$ cat src/rtl/parameterized_gray_pkg.sv
// rtl/parameterized_gray_pkg.sv - shared Gray-code types and conversion helpers
package parameterized_gray_pkg;

    localparam int MAX_WIDTH = 16;

    typedef enum logic [1:0] {
        FILL    = 2'd0,
        ACQUIRE = 2'd1,
        LOCKED  = 2'd2
    } state_t;

    // Callers zero-extend narrower codes; leading zeros decode to leading zeros.
    function automatic logic [MAX_WIDTH-1:0] gray2bin(input logic [MAX_WIDTH-1:0] g);
        logic [MAX_WIDTH-1:0] b;
        b[MAX_WIDTH-1] = g[MAX_WIDTH-1];
        for (int i = MAX_WIDTH - 2; i >= 0; i--) begin
            b[i] = b[i+1] ^ g[i];
        end
        return b;
    endfunction

    function automatic logic [MAX_WIDTH-1:0] bin2gray(input logic [MAX_WIDTH-1:0] b);
        return b ^ (b >> 1);
    endfunction

endpackage

$ cat src/rtl/parameterized_gray_decoder_if.sv
// rtl/parameterized_gray_decoder_if.sv - control and result bundle of the Gray decoder
interface parameterized_gray_decoder_if #(
    parameter int WIDTH         = 4,
    parameter int ERR_CNT_WIDTH = 8
);
    logic                     enable;
    logic                     clear_err;
    logic [WIDTH-1:0]         gray_in;
    logic [WIDTH-1:0]         binary_out;
    logic                     locked;
    logic                     step_up;
    logic                     step_down;
    logic                     step_err;
    logic [ERR_CNT_WIDTH-1:0] err_count;

    modport master (
        output enable, clear_err, gray_in,
        input  binary_out, locked, step_up, step_down, step_err, err_count
    );

    modport slave (
        input  enable, clear_err, gray_in,
        output binary_out, locked, step_up, step_down, step_err, err_count
    );
endinterface

$ cat src/rtl/gray_input_sync.sv
// rtl/gray_input_sync.sv - multi-flop synchronizer for a Gray-coded vector
module gray_input_sync #(
    parameter int WIDTH       = 4,
    parameter int SYNC_STAGES = 2
) (
    input  logic             clk,
    input  logic             rst,
    input  logic [WIDTH-1:0] d,
    output logic [WIDTH-1:0] q
);
    // Only one bit changes per Gray step, so per-bit capture stays coherent.
    logic [SYNC_STAGES-1:0][WIDTH-1:0] stage;

    always_ff @(posedge clk) begin
        if (rst) begin
            stage <= '0;
        end else begin
            stage <= {stage[SYNC_STAGES-2:0], d};
        end
    end

    assign q = stage[SYNC_STAGES-1];
endmodule

$ cat src/rtl/parameterized_gray_decoder.sv
// rtl/parameterized_gray_decoder.sv - synchronizes, decodes and step-classifies a Gray count
module parameterized_gray_decoder
    import parameterized_gray_pkg::*;
#(
    parameter int WIDTH         = 4,
    parameter int SYNC_STAGES   = 2,
    parameter int ERR_CNT_WIDTH = 8
) (
    input  logic                         clk,
    input  logic                         rst,
    parameterized_gray_decoder_if.slave  bus
);
    localparam int FILL_W = $clog2(SYNC_STAGES);

    if (WIDTH < 2 || WIDTH > MAX_WIDTH || SYNC_STAGES < 2 || SYNC_STAGES > 4) begin : g_bad_params
        $error("parameterized_gray_decoder: WIDTH or SYNC_STAGES out of range");
    end

    logic [WIDTH-1:0]         sync_g;
    logic [WIDTH-1:0]         dec;
    logic [WIDTH-1:0]         delta;
    state_t                   state_q, state_d;
    logic [FILL_W-1:0]        fill_q, fill_d;
    logic [WIDTH-1:0]         bin_q, bin_d;
    logic                     up_q, up_d;
    logic                     down_q, down_d;
    logic                     err_q, err_d;
    logic [ERR_CNT_WIDTH-1:0] cnt_q, cnt_d;

    gray_input_sync #(
        .WIDTH       (WIDTH),
        .SYNC_STAGES (SYNC_STAGES)
    ) u_sync (
        .clk (clk),
        .rst (rst),
        .d   (bus.gray_in),
        .q   (sync_g)
    );

    assign dec   = WIDTH'(gray2bin(MAX_WIDTH'(sync_g)));
    assign delta = dec - bin_q;

    always_comb begin
        state_d = state_q;
        fill_d  = fill_q;
        bin_d   = bin_q;
        up_d    = 1'b0;
        down_d  = 1'b0;
        err_d   = 1'b0;
        unique case (state_q)
            // Wait until reset zeros have drained out of the synchronizer.
            FILL: begin
                if (fill_q == FILL_W'(SYNC_STAGES - 1)) begin
                    state_d = ACQUIRE;
                end else begin
                    fill_d = fill_q + 1'b1;
                end
            end
            ACQUIRE: begin
                if (bus.enable) begin
                    bin_d   = dec;
                    state_d = LOCKED;
                end
            end
            LOCKED: begin
                if (bus.enable && delta != '0) begin
                    bin_d = dec;
                    if (delta == WIDTH'(1)) begin
                        up_d = 1'b1;
                    end else if (delta == '1) begin
                        down_d = 1'b1;
                    end else begin
                        err_d   = 1'b1;
                        state_d = ACQUIRE;
                    end
                end
            end
            default: begin
                state_d = FILL;
                fill_d  = '0;
            end
        endcase
    end

    // A clear coinciding with a new error keeps that error counted.
    always_comb begin
        cnt_d = cnt_q;
        if (err_d) begin
            if (bus.clear_err) begin
                cnt_d = ERR_CNT_WIDTH'(1);
            end else if (cnt_q != '1) begin
                cnt_d = cnt_q + 1'b1;
            end
        end else if (bus.clear_err) begin
            cnt_d = '0;
        end
    end

    always_ff @(posedge clk) begin
        if (rst) begin
            state_q <= FILL;
            fill_q  <= '0;
            bin_q   <= '0;
            up_q    <= 1'b0;
            down_q  <= 1'b0;
            err_q   <= 1'b0;
            cnt_q   <= '0;
        end else begin
            state_q <= state_d;
            fill_q  <= fill_d;
            bin_q   <= bin_d;
            up_q    <= up_d;
            down_q  <= down_d;
            err_q   <= err_d;
            cnt_q   <= cnt_d;
        end
    end

    assign bus.binary_out = bin_q;
    assign bus.locked     = (state_q == LOCKED);
    assign bus.step_up    = up_q;
    assign bus.step_down  = down_q;
    assign bus.step_err   = err_q;
    assign bus.err_count  = cnt_q;
endmodule

$ cat src/flat_wrapper.sv
// flat-port wrapper written by rule: the top's interface ports become plain ports
module parameterized_gray_decoder_flat import parameterized_gray_pkg::*;
#(
    parameter int WIDTH         = 4,
    parameter int SYNC_STAGES   = 2,
    parameter int ERR_CNT_WIDTH = 8
)
  (clk, rst, bus_enable, bus_clear_err, bus_gray_in, bus_binary_out, bus_locked, bus_step_up, bus_step_down, bus_step_err, bus_err_count);
  parameterized_gray_decoder_if #(.WIDTH(WIDTH), .ERR_CNT_WIDTH(ERR_CNT_WIDTH)) bus_i ();
  input  logic clk;
  input  logic rst;
  input wire logic [$bits(bus_i.enable)-1:0] bus_enable;
  input wire logic [$bits(bus_i.clear_err)-1:0] bus_clear_err;
  input wire logic [$bits(bus_i.gray_in)-1:0] bus_gray_in;
  output wire logic [$bits(bus_i.binary_out)-1:0] bus_binary_out;
  output wire logic [$bits(bus_i.locked)-1:0] bus_locked;
  output wire logic [$bits(bus_i.step_up)-1:0] bus_step_up;
  output wire logic [$bits(bus_i.step_down)-1:0] bus_step_down;
  output wire logic [$bits(bus_i.step_err)-1:0] bus_step_err;
  output wire logic [$bits(bus_i.err_count)-1:0] bus_err_count;
  assign bus_i.enable = bus_enable;
  assign bus_i.clear_err = bus_clear_err;
  assign bus_i.gray_in = bus_gray_in;
  assign bus_binary_out = bus_i.binary_out;
  assign bus_locked = bus_i.locked;
  assign bus_step_up = bus_i.step_up;
  assign bus_step_down = bus_i.step_down;
  assign bus_step_err = bus_i.step_err;
  assign bus_err_count = bus_i.err_count;
  parameterized_gray_decoder #(.WIDTH(WIDTH), .SYNC_STAGES(SYNC_STAGES), .ERR_CNT_WIDTH(ERR_CNT_WIDTH)) u_core (.clk(clk), .rst(rst), .bus(bus_i));
endmodule
$ cat config.mk
export PLATFORM = sky130hd
export DESIGN_NAME = parameterized_gray_decoder_flat
export DESIGN_NICKNAME = d
export VERILOG_FILES = /design/src/rtl/parameterized_gray_pkg.sv /design/src/rtl/parameterized_gray_decoder_if.sv /design/src/rtl/gray_input_sync.sv /design/src/rtl/parameterized_gray_decoder.sv /design/src/flat_wrapper.sv
export SDC_FILE = /design/constraint.sdc
export NUM_CORES = 1
export LEC_CHECK = 0
export ABC_AREA = 1
export BUFFER_PORTS_ARGS = -buffer_cell sky130_fd_sc_hd__buf_4
export CORE_ASPECT_RATIO = 1.2
export CORE_MARGIN = 5
export CORE_UTILIZATION = 45
export DETAILED_ROUTE_END_ITERATION = 16
export HOLD_SLACK_MARGIN = 0.12
export PLACE_DENSITY_LB_ADDON = 0.2
export SYNTH_ARGS = -nofsm -noshare
export SYNTH_HDL_FRONTEND = slang
export SYNTH_HIERARCHICAL = 1
export SYNTH_SLANG_ARGS = --single-unit
$ cat constraint.sdc
create_clock -name clk -period 8.4 [get_ports clk]
set_clock_uncertainty 0.05 [all_clocks]
set_input_delay 0 -clock clk [delete_from_list [all_inputs] [get_ports clk]]
set_output_delay 0 -clock clk [all_outputs]
set_load 0.03 [all_outputs]
==> impl_metrics.toml <==
[worst_setup_path]
cp-start-kind = "flip-flop"
r2r_start = "u_core/u_sync/q[3]"
rrSetupSlack_ns = 4.97
cp_max_fo = 5
arrival_ns = 3.66
r2r.worst_path.cells = 14
crit_type = "flip-flop to flip-flop"
required_ns = 8.63
crit_start = "u_core/u_sync/q[3]"
end_kind = "flip-flop"

[pwr]
worst_ir_drop_vdd_mv = 0.153
p_leak_nw = 0.821
powerDensity_nw_per_um2 = 232

[timing]
final_min_period_over_clock_period_pct = 40.9
fmax_ghz = 0.291
holdWs_ns = 0.370
hold_viol = 0
setup_tns_ns = 0
slew_viol_final = 0
setup_viol = 0
slew_headroom_pct = 76.0
tightest_slew_ns = 0.360
fin_ws_ns = 4.97
rsz0062_at_grt = "no"
final.min_clock_period_ns = 3.43

[yosys]
yosys.area.top_type = "dfxtp_1"
synthCells = 185
ys.warnings.count = 6
synth_area_leaders = "dfxtp_1 (36%), ha_1 (7.8%), nor2_1 (7.6%)"
avgSynthCellArea_sq_um = 7.78
yosysSeqAreaShare_pct = 36.2
netlist-cell-type-count = 30
ys_ff_latch = 26
synth_area_sq_um = 1440
yosysTopAreaCellShare_pct = 36.2
syn_nets = 203

[final_layout]
drive_gt1_share_pct = 17.9
post-route-util_pct = 58.1
fillers = 295
diodes = 0
area_growth_syn_to_layout_pct = 24.4
layout.nets = 237

[grt]
antenna_found_initial = 0
grtUsageTotal_pct = 14.4
grt_start_max_net_pins = 22
grt_pass1_vias = 1167
grt_pass1_wl_um = 5000
gr-usage-met2_pct = 23.7
overflow = 0
top_usage_layer = "met2"
grtUsageMet1_pct = 18.3
globalRouteMet3Util_pct = 2.67

[clocking]
ctsLongestPathBuffers = 2
cts_sinks = 26
clockRootBuffer = "clkbuf_4"
cts_buffers = 3
post_cts_resized = 0
clk-insertion-delay-late_ns = 0.32
cts_tree = "done"
path_clk_slew_ns = 0.15
cts_setup_buffers = 0
h-tree-depth = 1

[routing]
finalWirelength_um = 2870
drtAntennaViolNets = 0
post_drt_wl_per_cell_um = 11.3
vias_per_cell = 4.89
via_count = 1241
drt_iter0_drc = 53
drc = 0
drt_pass1_iterations = 5

[floorplan]
die_w_um = 61.6
start_util_pct = 46.7
coreArea_sq_um = 3080
ios = 24
die_h_um = 71.9
die-area_sq_um = 4430
rows = 22

[place]
place.gp.congestion = 0.831
pre_cts_ws_ns = 5.39
dp_hpwl_um = 2050
port_buffers = 23

[flow_run]
cap_violations = 0

[min_path]
hold_path.startpoint = "u_core/u_sync/stage[2]"
min_path_type = "flip-flop to flip-flop"
hold_depth = 2

[outcome]
status = "complete, no violations"
==> per-stage QoR <==
stage / total power, mW / std cells / cell area [sq um]
floorplan: 0.290 / 185 / 1440
global placement: 0.321 / 237 / 1610
detailed placement: 0.326 / 237 / 1610
CTS: 0.420 / 254 / 1790
global route: 0.454 / 254 / 1790
finish: 0.415 / 254 / 1790
==> final timing paths <==
path,to
hold reg to reg,u_core/u_sync/q[2]
setup reg to reg,u_core/bus.binary_out[0]
hold / removal,u_core/u_sync/q[2]
setup / recovery,u_core/bus.binary_out[0]
==> layout by cell type, fill, tap and decap left out, types with 2 or more instances in the layout <==
| cell type | netlist | routed |
|---|---|---|
| buf_4 | 4 | 23 |
| dfxtp_1 | 26 | 26 |
| ha_1 | 9 | 9 |
| nor3_1 | 3 | 3 |
| dlygate4sd3_1 | 0 | 13 |
| xor2_2 | 2 | 2 |
| a21oi_1 | 12 | 12 |
| nand3b_1 | 2 | 2 |
| nand4_1 | 4 | 4 |
| xnor2_1 | 3 | 3 |
| nand3_1 | 18 | 18 |
| o21ai_0 | 2 | 2 |
| nand2_1 | 27 | 27 |
| nor2_1 | 29 | 29 |
| inv_1 | 25 | 25 |
| clkbuf_4 | 0 | 3 |
| xor2_1 | 4 | 4 |
==> power by group <==
group          switching [mW]  internal, mW  total (mW)
registers             0.00987         0.137       0.147
clock network          0.0390        0.0482      0.0872
logic                   0.113        0.0680       0.181
==> cell families (layout without fill, tap and decap cells) <==
group           count (synthesis)  count (layout)  synth area share [%]
fa+ha+maj                      10              10                  9.22
xor+xnor                        9               9                  6.52
buf+inv                        34              67                  10.4
compound gates                 16              16                  6.61
simple gates                   90              90                  31.0
flops                          26              26                  36.2
==> worst max-delay path, cell delays in order, from the launching register on <==
cell	delay, ns
dfxtp_1	0.45
xor2_2	0.24
xor2_2	0.27
xnor2_1	0.18
ha_1	0.18
inv_1	0.05
fa_1	0.37
xnor2_1	0.29
nand3_2	0.18
nand3_4	0.15
o21ai_4	0.11
nand2_1	0.14
nand2_1	0.08
a21oi_2	0.11
dlygate4sd3_1	0.54
==> layer usage <==
layer | up-vias | share of wire, %
met5 | - | 0
li1 | 644 | -
met4 | 0 | 0.73
met1 | 574 | 45
met2 | 21 | 50
met3 | 2 | 4.5
==> flip-flops by register name, summed over array words and instances (netlist names) <==
register,cells
u_core/bus.step_down,1
u_core/bus.err_count,8
u_core/bus.binary_out,4
u_core/bus.step_err,1
u_core/fill_q,1
u_core/u_sync/stage,4
u_core/state_q,2
u_core/bus.step_up,1
u_core/u_sync/q,4
==> Yosys cell counts <==
cell / number
a21oi_1: 12
a21oi_2: 1
buf_1: 1
buf_4: 4
buf_6: 1
clkbuf_1: 1
clkinv_1: 1
dfxtp_1: 26
fa_1: 1
ha_1: 9
inv_1: 25
inv_2: 1
nand2_1: 27
nand2_2: 1
nand2_4: 1
nand3_1: 18
nand3_2: 1
nand3_4: 1
nand3b_1: 2
nand3b_4: 1
nand4_1: 4
nor2_1: 29
nor2_8: 1
nor3_1: 3
o21ai_0: 2
o21ai_4: 1
or2_2: 1
xnor2_1: 3
xor2_1: 4
xor2_2: 2
==> repair_timing <==
action,4_1_cts,5_1_grt
hold endpoints to repair,24,0
hold buffers,13,0
setup endpoints to repair,0,0
==> layout make-up <==
class,count,area [sq um],area share [%]
multi-input cells,125,768,42.9
clock buffers,3,22.5,1.26
well taps,36,45.0,2.52
inverters,27,101,5.66
clock inverters,1,30.0,1.68
flip-flops and latches,26,520,29.1
repair buffers,36,303,16.9
Note: power is estimated with default switching activity, not from simulation.
